## src/rtl/load_store_unit.sv

```systemverilog
// Load/store unit: accepts one RISC-V load/store at a time, checks alignment and range,
// drives a single-cycle access to a byte-addressed data memory and returns an extended result.
module load_store_unit #(
    parameter int DATA_WIDTH = 32,
    parameter int DMEM_SIZE  = 1024
) (
    input  logic                  clk,
    input  logic                  rst_n,
    input  logic                  req_valid,
    output logic                  req_ready,
    input  logic                  req_we,
    input  logic [2:0]            req_funct3,
    input  logic [DATA_WIDTH-1:0] req_addr,
    input  logic [DATA_WIDTH-1:0] req_wdata,
    output logic                  resp_valid,
    input  logic                  resp_ready,
    output logic [DATA_WIDTH-1:0] resp_rdata,
    output logic                  resp_err,
    output logic [DATA_WIDTH-1:0] mem_addr,
    output logic [DATA_WIDTH-1:0] mem_wdata,
    output logic [2:0]            mem_read,
    output logic [1:0]            mem_write,
    input  logic [DATA_WIDTH-1:0] mem_rdata
);

    localparam int AW = DATA_WIDTH + 1;

    typedef enum logic [1:0] {IDLE, ACCESS, RESP} state_t;

    state_t                  state_reg, state_next;
    logic                    we_reg;
    logic [2:0]              funct3_reg;
    logic [DATA_WIDTH-1:0]   addr_reg;
    logic [DATA_WIDTH-1:0]   wdata_reg;
    logic [DATA_WIDTH-1:0]   resp_rdata_reg;
    logic                    resp_err_reg;

    logic                    accept;
    logic                    funct3_bad;
    logic                    misaligned;
    logic                    out_of_range;
    logic                    req_err;
    logic [2:0]              size_bytes;
    logic [AW-1:0]           last_byte;
    logic [1:0]              size_code;
    logic [DATA_WIDTH-1:0]   load_ext;

    assign accept = req_valid && (state_reg == IDLE);

    // Request validation; the range check is one bit wider so addresses near the top cannot wrap.
    always_comb begin
        funct3_bad = req_we ? (req_funct3 > 3'b010)
                            : ((req_funct3[1:0] == 2'b11) || (req_funct3 == 3'b110));
        case (req_funct3[1:0])
            2'b00:   size_bytes = 3'd1;
            2'b01:   size_bytes = 3'd2;
            default: size_bytes = 3'd4;
        endcase
        misaligned   = ((req_funct3[1:0] == 2'b01) && req_addr[0]) ||
                       ((req_funct3[1:0] == 2'b10) && (req_addr[1:0] != 2'b00));
        last_byte    = {1'b0, req_addr} + AW'(size_bytes) - AW'(1);
        out_of_range = last_byte >= AW'(DMEM_SIZE);
        req_err      = funct3_bad || misaligned || out_of_range;
    end

    always_comb begin
        case (funct3_reg)
            3'b000:  load_ext = {{(DATA_WIDTH-8){mem_rdata[7]}}, mem_rdata[7:0]};
            3'b001:  load_ext = {{(DATA_WIDTH-16){mem_rdata[15]}}, mem_rdata[15:0]};
            3'b100:  load_ext = {{(DATA_WIDTH-8){1'b0}}, mem_rdata[7:0]};
            3'b101:  load_ext = {{(DATA_WIDTH-16){1'b0}}, mem_rdata[15:0]};
            default: load_ext = mem_rdata;
        endcase
    end

    assign size_code = funct3_reg[1:0] + 2'b01;

    always_comb begin
        state_next = state_reg;
        mem_addr   = '0;
        mem_wdata  = '0;
        mem_read   = 3'b000;
        mem_write  = 2'b00;
        case (state_reg)
            IDLE: begin
                if (accept) state_next = req_err ? RESP : ACCESS;
            end
            ACCESS: begin
                mem_addr   = addr_reg;
                state_next = RESP;
                if (we_reg) begin
                    mem_write = size_code;
                    mem_wdata = wdata_reg;
                end else begin
                    mem_read = {~funct3_reg[2] && (funct3_reg[1:0] != 2'b10), size_code};
                end
            end
            RESP: begin
                if (resp_ready) state_next = IDLE;
            end
            default: state_next = IDLE;
        endcase
    end

    always_ff @(posedge clk or negedge rst_n) begin
        if (!rst_n) begin
            state_reg      <= IDLE;
            we_reg         <= 1'b0;
            funct3_reg     <= 3'b000;
            addr_reg       <= '0;
            wdata_reg      <= '0;
            resp_rdata_reg <= '0;
            resp_err_reg   <= 1'b0;
        end else begin
            state_reg <= state_next;
            if (accept) begin
                we_reg         <= req_we;
                funct3_reg     <= req_funct3;
                addr_reg       <= req_addr;
                wdata_reg      <= req_wdata;
                resp_err_reg   <= req_err;
                resp_rdata_reg <= '0;
            end else if (state_reg == ACCESS) begin
                resp_rdata_reg <= we_reg ? '0 : load_ext;
            end else if ((state_reg == RESP) && resp_ready) begin
                resp_rdata_reg <= '0;
                resp_err_reg   <= 1'b0;
            end
        end
    end

    assign req_ready  = (state_reg == IDLE);
    assign resp_valid = (state_reg == RESP);
    assign resp_rdata = resp_rdata_reg;
    assign resp_err   = resp_err_reg;

endmodule

```

## config.mk

```make
export PLATFORM = sky130hd
export DESIGN_NAME = load_store_unit
export DESIGN_NICKNAME = d
export VERILOG_FILES = /design/src/rtl/load_store_unit.sv
export SDC_FILE = /design/constraint.sdc
export NUM_CORES = 1
export LEC_CHECK = 0
export BUFFER_PORTS_ARGS = -buffer_cell sky130_fd_sc_hd__buf_2
export CORE_UTILIZATION = 52
export CTS_CLUSTER_DIAMETER = 40
export CTS_CLUSTER_SIZE = 16
export DETAILED_ROUTE_END_ITERATION = 8
export PLACE_DENSITY = 0.79
export REMOVE_ABC_BUFFERS = 1
export SKIP_CTS_REPAIR_TIMING = 1
export SLEW_MARGIN = 25
export SYNTH_ARGS = -nofsm -noshare
export SYNTH_HDL_FRONTEND = slang
export SYNTH_SLANG_ARGS = --single-unit
export TNS_END_PERCENT = 30
```

## constraint.sdc

```tcl
create_clock -name clk -period 2.45 [get_ports clk]
set_clock_uncertainty 0.15 [all_clocks]
set_input_delay 0.49 -clock clk [delete_from_list [all_inputs] [get_ports clk]]
set_output_delay 0.49 -clock clk [all_outputs]
set_load 0.01 [all_outputs]
```

-- Yosys cells after proc, flatten, opt, wreduce, memory -nomap -nowiden
Cells that the tools add are included.
- add/subtract/negate cells: 3
- $lt $le $gt $ge: 2
- equal/unequal tests: 13
- muxes and demuxes: 21
- bitwise operators: 1
- reductions and logical operators: 17
- operators with widths (kind ; number):
    two-way mux 32 bit ; 7
    case mux 32 bit (4 select lines) ; 1
    adder 32 x 3 -> 33 bit ; 1
    >= comparator 33 x 11 -> 1 bit (second input constant) ; 1
    subtractor 33 x 1 -> 33 bit (second input constant) ; 1
    two-way mux 2 bit ; 5
    equality test 3 bit (second input constant) ; 3
    equality test 2 bit (second input constant) ; 3
    two-way mux 3 bit ; 2
    case mux 2 bit (3 select lines) ; 1
    case mux 3 bit (2 select lines) ; 1
    logical AND 1 bit ; 5
    equality test 2 x 1 -> 1 bit (second input constant) ; 2
    logical NOT 2 bit ; 2
    logical OR 1 bit ; 4
    two-way mux 1 bit ; 4
    inequality test 2 x 1 -> 1 bit (second input constant) ; 2
    inequality test 2 bit (second input constant) ; 2
    AND reduction 2 bit ; 2
    nonzero test 2 bit ; 2
    equality test 3 x 1 -> 1 bit (second input constant) ; 1
    greater-than comparator 3 x 2 -> 1 bit (second input constant) ; 1
    logical NOT 3 bit ; 1
    nonzero test 3 bit ; 1
    2 further kinds ; 2
- register bits after elaboration: 103
- input port bits: 104
- output and inout port bits: 104
- word-level logic and storage cells: 64

-- Longest topological paths before layout
Gate-level depths: netlist (run 1).
- depth in word-level cells: 9
- depth in mapped cells: 17
- mapped depth without buffers: 17

-- Worst setup path after synthesis (run 1)
No wires, ideal clock.
- path kind: in2reg
- start: in req_funct3[1]
- end: reg resp_err_reg, in the netlist resp_err
- setup time: 0.121 ns
- arrival: 4.037 ns
- required time: 2.179 ns
- slack: -1.858 ns
- stages: 16
- buffers on the path: 0
- cell sequence: or2_2 -> ha_1 -> inv_1 -> ha_1 -> inv_1 -> fa_1 -> nor2b_1 -> o211ai_1 -> a211o_1 -> a31oi_1 -> mux2_1 -> o311a_1 -> a2111oi_2 -> nand4_1 -> or4_1 -> a22o_1
- cells in the longest elaborated chain, start to end: 7
- elaborated cells between the ends (all ways): 18
- classes of those cells: add/sub: 2; order compare: 2; eq/ne: 4; mux: 3; reduce/logical: 7
- ends and longest elaborated chain (element ; RTL line ; source):
    start: declaration ; 12 ; input logic [2:0] req_funct3,
    equality test 2 x 1 -> 1 bit / logical NOT 2 bit (equally long branches) ; 54, 59 ;
    case mux 3 bit (2 select lines) ; 54 ; case (req_funct3[1:0])
    adder 32 x 3 -> 33 bit ; 61 ; last_byte = {1'b0, req_addr} + AW'(size_bytes) - AW'(1);
    subtractor 33 x 1 -> 33 bit ; 61 ;
    >= comparator 33 x 11 -> 1 bit ; 62 ; out_of_range = last_byte >= AW'(DMEM_SIZE);
    logical OR 1 bit (*) ; 63 ; req_err = funct3_bad || misaligned || out_of_range;
    two-way mux 1 bit (*) ; 116 ; if (accept) begin
    end signal: assignment ; 121 ; resp_err_reg <= req_err;
    end: declaration ; 36 ; logic resp_err_reg;
Every way passes the cells marked *; elsewhere a longest branch is shown, timed or not.
A chain may end at the register's enable or synchronous reset.

-- Final worst setup path (run 1)
- start: in req_funct3[0]
- end: reg resp_err_reg, in the netlist resp_err
The elaborated chain is that of the path after synthesis.

==> results of run 1 <==
-- routing by layer --
metal  up-vias  share of wire
met3        43          0.057
li1       3371              -
met1      3131           0.42
met5         -              0
met2       235           0.50
met4         0          0.032
-- report_power, final --
part	leakage, nW	switching [mW]	internal [mW]
sequential	1.33	0.133	1.97
combinational	3.59	0.841	0.682
clock	0.163	0.676	0.912
total	5.08	1.65	3.56
-- logic make-up after synthesis --
family | share of synthesized area
XOR/XNOR | 0.01483
adder cells (fa/ha/maj) | 0.07434
AO/OA/AOI/OAI | 0.1976
AND/OR/NAND/NOR | 0.2496
flip-flops | 0.3968
buffers and inverters | 0.06048
multiplexers | 0.006356
-- path summary, 6_finish.rpt --
kind                               start             end  slack, ps  cells after the start
setup / recovery           req_funct3[0]        resp_err      -1670                     18
hold / removal             req_wdata[24]   wdata_reg[24]        180                      3
setup reg to reg           funct3_reg[0]  resp_rdata[29]        490                      7
hold reg to reg            wdata_reg[27]   wdata_reg[27]        320                      2
max in group asynchronous          rst_n  resp_rdata[21]       1160                      3
min in group asynchronous          rst_n    addr_reg[25]        450                      2
-- Yosys cell counts, types with 4 or more instances --
cell type | instances | share of area
sky130_fd_sc_hd__a21o_1 | 7 | 0.0081
sky130_fd_sc_hd__a21oi_1 | 37 | 0.029
sky130_fd_sc_hd__a22o_1 | 10 | 0.013
sky130_fd_sc_hd__a31oi_1 | 6 | 0.0058
sky130_fd_sc_hd__and2_1 | 36 | 0.035
sky130_fd_sc_hd__and3_1 | 35 | 0.034
sky130_fd_sc_hd__buf_2 | 6 | 0.0046
sky130_fd_sc_hd__clkbuf_1 | 38 | 0.022
sky130_fd_sc_hd__dfrtp_1 | 103 | 0.40
sky130_fd_sc_hd__ha_1 | 37 | 0.071
sky130_fd_sc_hd__inv_1 | 45 | 0.026
sky130_fd_sc_hd__nand2_1 | 191 | 0.11
sky130_fd_sc_hd__nand2b_1 | 6 | 0.0058
sky130_fd_sc_hd__nand3_1 | 5 | 0.0039
sky130_fd_sc_hd__nand4_1 | 8 | 0.0077
sky130_fd_sc_hd__nor2_1 | 44 | 0.025
sky130_fd_sc_hd__nor2b_1 | 5 | 0.0048
sky130_fd_sc_hd__nor3_1 | 8 | 0.0062
sky130_fd_sc_hd__nor4_1 | 4 | 0.0039
sky130_fd_sc_hd__o211ai_1 | 7 | 0.0081
sky130_fd_sc_hd__o21a_1 | 5 | 0.0058
sky130_fd_sc_hd__o21ai_0 | 81 | 0.062
sky130_fd_sc_hd__o21ai_1 | 4 | 0.0031
sky130_fd_sc_hd__xnor2_1 | 7 | 0.0094
sky130_fd_sc_hd__xor2_1 | 4 | 0.0054
-- critical path, stage by stage --
cell and delay (ps):
sky130_fd_sc_hd__buf_6 100, sky130_fd_sc_hd__buf_6 110, sky130_fd_sc_hd__nand2_2 80, sky130_fd_sc_hd__ha_4 200, sky130_fd_sc_hd__inv_1 90, sky130_fd_sc_hd__ha_4 150
sky130_fd_sc_hd__inv_2 40, sky130_fd_sc_hd__fa_2 370, sky130_fd_sc_hd__nor2b_2 120, sky130_fd_sc_hd__o211ai_1 120, sky130_fd_sc_hd__a211o_1 350, sky130_fd_sc_hd__a31oi_4 220
sky130_fd_sc_hd__mux2_4 320, sky130_fd_sc_hd__o311a_1 360, sky130_fd_sc_hd__a2111oi_2 200, sky130_fd_sc_hd__nand4_1 200, sky130_fd_sc_hd__or4_4 460, sky130_fd_sc_hd__a22o_1 220
-- stage by stage --
step,cell area (um^2),utilization,setup TNS [ps]
3_5_place_dp,8631,0.7126,-6304
3_3_place_gp,8631,0.7126,-6197
6_report,9087,0.7503,-4672
4_1_cts,8961,0.7399,-5275
5_1_grt,9087,0.7503,-5090
2_1_floorplan,6272,-,-56340
-- area by class of cell --
type	count	area, um^2	share of cell area
Multi-Input combinational cell	605	3617	0.3980
Sequential cell	103	2577	0.2836
Timing Repair Buffer	352	2183	0.2403
Clock buffer	9	225.2	0.02478
Tap cell	168	210.2	0.02313
Inverter	45	168.9	0.01859
Clock inverter	7	105.1	0.01157
==> impl_metrics.toml, run 1 <==
[grt]
antenna_violations_before_repair = 0
grt-busiest-layer = "met2"
grt_start_max_net_pins = 100
grt.met3_usage = 0.04570
grt.met2_usage = 0.5305
grt_use_met1 = 0.3545
grt_overflow = 0
global_route_wire_length_before_repair_mm = 30.19
track_usage = 0.2938
first_global_vias = 6394

[sta]
slew_viol_final = 0
whs_ps = 175.5
rsz0062_at_grt = "true"
tightest_slew_ps = 892.9
setup_violations = 3
timing.fmax_ghz = 0.2425
post-route-period-util = 1.683
finalHoldViolCount = 0
final.setup.worst_slack_ps = -1673
worst_slew_margin_rel = 0.4047
fin_crit_ps = 4123

[cts]
cts-buffers-inserted = 9
cts_max_level = 3
max-clock-path-buffers = 2
cts_root_buf = "sky130_fd_sc_hd__clkbuf_16"
clkSinkCount = 103
tritoncts = "yes"
insertion_delay_ps = 350
worst_setup_hold_path_clk_slew_ps = 70

[finish]
fillCellCount = 943
layout_net_count = 1258
final_cells = 1289
layout-drive-gt1-share = 0.3541
antennaDiodeCount = 0
synthToLayoutAreaGrowth_pct = 39.89
most_common_cell_after_layout_fill_and_taps_aside = "sky130_fd_sc_hd__buf_2"
layout_common_cells = "sky130_fd_sc_hd__buf_2 (204), sky130_fd_sc_hd__nand2_1 (189), sky130_fd_sc_hd__buf_4 (141)"

[place]
buffers_added_on_ports = 207
dp_hpwl_mm = 14.22
routabilityCongestion = 0.9706
place_worst_setup_slack_ps = -2221
place.detailed.instances = 1269

[synth]
syn_area_per_cell_um2 = 8.080
count_of_different_cell_masters_after_synthesis = 66
ys_async_sr_fraction = 1.000
synth-edff-count = 0
synth.cell_area_um2 = 6496
synthFlopType = "sky130_fd_sc_hd__dfrtp_1"
ys_seq_area_frac = 0.3968
flip_flop_and_latch_count_after_synthesis = 103
yosysWarningCount = 0
synthCells = 804

[die]
floorplan.initialDensity = 0.5364
core_region_area_um2 = 12110
floorplan.rows = 40
die_outline_area_um2 = 12940
floorplan.io_pins = 208
x_dimension_of_the_die_um = 113.8
die_y_um = 113.8

[detailed_routing]
num_vias = 6780
postRouteAntennaNets = 0
drtPass1Iterations = 5
totalWireLength_mm = 19.20
route.detailed.drc = 0
viasPerCell = 5.260
post_drt_wl_per_cell_um = 14.89
detail_route.iter0.violations = 370

[power_and_ir_drop]
total_leakage_power_nw = 5.080
report.power.total_mw = 5.211
power.density_nw_per_um2 = 573.5
vdd.ir_drop.worst_v = 0.0003368

[setup_path]
startpoint_type = "input port"
critical_path_peak_fanout = 3
critical_path_arrival_ps = 4220
worst-setup-path-type = "input port to register"
timing.critical_path.to_type = "register"
critPathRequiredTime_ps = 2540

[hold_path]
min_path_type = "input port to register"

[outcome]
violated_checks = "negative setup slack"
status = "finished, violations left"

[flow_run]
max_cap_viol_count = 0
No activity file was read; power rests on OpenSTA's default activity.
==> run 2, diff against run 1 <==
--- a/config.mk
+++ b/config.mk
@@ -10,8 +10,10 @@
 export CTS_CLUSTER_DIAMETER = 40
 export CTS_CLUSTER_SIZE = 16
 export DETAILED_ROUTE_END_ITERATION = 8
+export MAX_ROUTING_LAYER = met4
 export PLACE_DENSITY = 0.79
 export REMOVE_ABC_BUFFERS = 1
+export SETUP_SLACK_MARGIN = 0.1
 export SKIP_CTS_REPAIR_TIMING = 1
 export SLEW_MARGIN = 25
 export SYNTH_ARGS = -nofsm -noshare
==> run 2 against run 1 <==
  * The run still ends with negative setup slack left
  * Sequential share of layout area decreased by 0.078 points
  * First-iteration DRC count rose by 26%
  * Non-clock buffer count increased by 6
  * Fmax rose by 0.54%
  * Total power about the same
  * Worst setup slack gained 22 ps
  * Highest routed layer unchanged
==> impl_metrics.toml, run 2 (synthesis results as in run 1) <==
[sta]
setup_violations = 3
finalHoldViolCount = 0
post-route-period-util = 1.674
final.setup.worst_slack_ps = -1651
rsz0062_at_grt = "true"
tightest_slew_ps = 589.9
timing.fmax_ghz = 0.2439
fin_setup_tns_ps = -4602
slew_viol_final = 0
fin_crit_ps = 4101
whs_ps = 178.9
worst_slew_margin_rel = 0.6067

[cts]
max-clock-path-buffers = 2
insertion_delay_ps = 340
worst_setup_hold_path_clk_slew_ps = 70
clkSinkCount = 103
cts_max_level = 3
tritoncts = "yes"
cts-buffers-inserted = 9
cts_root_buf = "sky130_fd_sc_hd__clkbuf_16"

[detailed_routing]
post_drt_wl_per_cell_um = 14.64
route.detailed.drc = 0
viasPerCell = 5.301
postRouteAntennaNets = 0
totalWireLength_mm = 18.96
detail_route.iter0.violations = 468
drtPass1Iterations = 8
num_vias = 6865

[setup_path]
slowest_delay_ps = 460
worst-setup-path-type = "input port to register"
startpoint_type = "input port"
path_cells = "buf_6 -> or2_4 -> ha_4 -> inv_4 -> ha_4 -> inv_2 -> fa_2 -> nor2b_1 -> o211ai_1 -> a211o_1 -> a31oi_4 -> mux2_4 -> o311a_1 -> a2111oi_2 -> nand4_1 -> or4_4 -> a22o_1"
cp_common_cell = "sky130_fd_sc_hd__ha_4"
r2r-end = "resp_rdata[24]"
timing.critical_path.to_type = "register"
crit_slowest_cell = "sky130_fd_sc_hd__or4_4"
critical_path.top_delay_family = "compound AO/OA/AOI/OAI gates"
critical_path.reg2reg.startpoint = "funct3_reg[0]"
critical_path_peak_fanout = 2
setup.reg_to_reg.worst_slack_ps = 530
critPathRequiredTime_ps = 2530
critPathBufInv = 3
critical_path_arrival_ps = 4180
reg2reg_depth = 7

[hold_path]
hold_crit_depth = 3
hold_start = "req_wdata[5]"
min_path_type = "input port to register"
min_delay_worst_endpoint = "wdata_reg[5]"

[power_and_ir_drop]
power.internal_mw = 3.588
power.density_nw_per_um2 = 571.8
power_frac_clock = 0.305
vdd.ir_drop.worst_v = 0.0003053
fraction_of_power_spent_switching_nets = 0.3114
power_frac_comb = 0.293
net-switching-power_mw = 1.622
total_leakage_power_nw = 5.097
seq_power_share = 0.401

[outcome]
violated_checks = "negative setup slack"
status = "finished, violations left"

[finish]
fillCellCount = 966
layout-drive-gt1-share = 0.3567
most_common_cell_after_layout_fill_and_taps_aside = "sky130_fd_sc_hd__buf_2"
stdcell_area_um2 = 9112
antennaDiodeCount = 0
synthToLayoutAreaGrowth_pct = 40.27
final_cells = 1295
finish.utilization = 0.7524
layout_common_cells = "sky130_fd_sc_hd__buf_2 (204), sky130_fd_sc_hd__nand2_1 (189), sky130_fd_sc_hd__buf_4 (148)"
layout_net_count = 1264

[die]
floorplan.io_pins = 208
floorplan.initialDensity = 0.5364
floorplan.rows = 40
x_dimension_of_the_die_um = 113.8
die_y_um = 113.8
die_outline_area_um2 = 12940
core_region_area_um2 = 12110

[grt]
global_route_wire_length_before_repair_mm = 29.98
first_global_vias = 6335
track_usage = 0.3020
grt_overflow = 0
antenna_violations_before_repair = 0
grt_start_max_net_pins = 65

[place]
routabilityCongestion = 0.9468
dpl-instance-area_um2 = 8678
dp_hpwl_mm = 14.43
buffers_added_on_ports = 207
place.detailed.instances = 1277

[flow_run]
max_cap_viol_count = 0
## run 2: how the worst max path moves through the flow
stage                       start  endpoint  slack [ps]  cells past startpoint
detailed placement  req_funct3[1]  resp_err       -2270                     17
CTS                 req_funct3[1]  resp_err       -1920                     17
global route        req_funct3[0]  resp_err       -1770                     17
finish              req_funct3[0]  resp_err       -1650                     17
global placement    req_funct3[1]  resp_err       -2180                     17
floorplan           req_funct3[1]  resp_err       -1860                     16
## run 2: power groups by stage
stage	clock (mW)	sequential [mW]	combinational [mW]
finish	1.59	2.09	1.53
CTS	1.61	2.09	1.49
floorplan	0	2.11	0.806
detailed placement	0	2.12	1.48
global route	1.68	2.13	1.71
global placement	0	2.11	1.45
## run 2: cell type report
type	instances	area, um^2	area share
Multi-Input combinational cell	605	3605	0.3956
Sequential cell	103	2577	0.2829
Timing Repair Buffer	358	2216	0.2432
Clock buffer	11	242.7	0.02664
Tap cell	168	210.2	0.02307
Inverter	45	173.9	0.01909
Clock inverter	5	87.58	0.009611
## run 2: metal layers
layer,wire (um),part of all wire,global-route usage
met2,9325,0.49,0.5203
met3,1119,0.059,0.03613
met4,365,0.019,0.08745
met1,8152,0.43,0.3750
met5,0,0,-
## run 2: per-stage QoR
| stage | setup slack [ps] | power [mW] |
|---|---|---|
| global placement | -2177 | 3.564 |
| floorplan | -1859 | 2.912 |
| global route | -1773 | 5.516 |
| finish | -1651 | 5.210 |
| CTS | -1915 | 5.193 |
| detailed placement | -2266 | 3.601 |
## run 2: worst register-to-register path, stage by stage, from the launching register on
cell                      delay [ps]
sky130_fd_sc_hd__dfrtp_1         370
sky130_fd_sc_hd__inv_1            90
sky130_fd_sc_hd__ha_1            220
sky130_fd_sc_hd__or2_2           420
sky130_fd_sc_hd__nand2_1          90
sky130_fd_sc_hd__o21ai_0          80
sky130_fd_sc_hd__buf_4           200
sky130_fd_sc_hd__o21ai_0         210
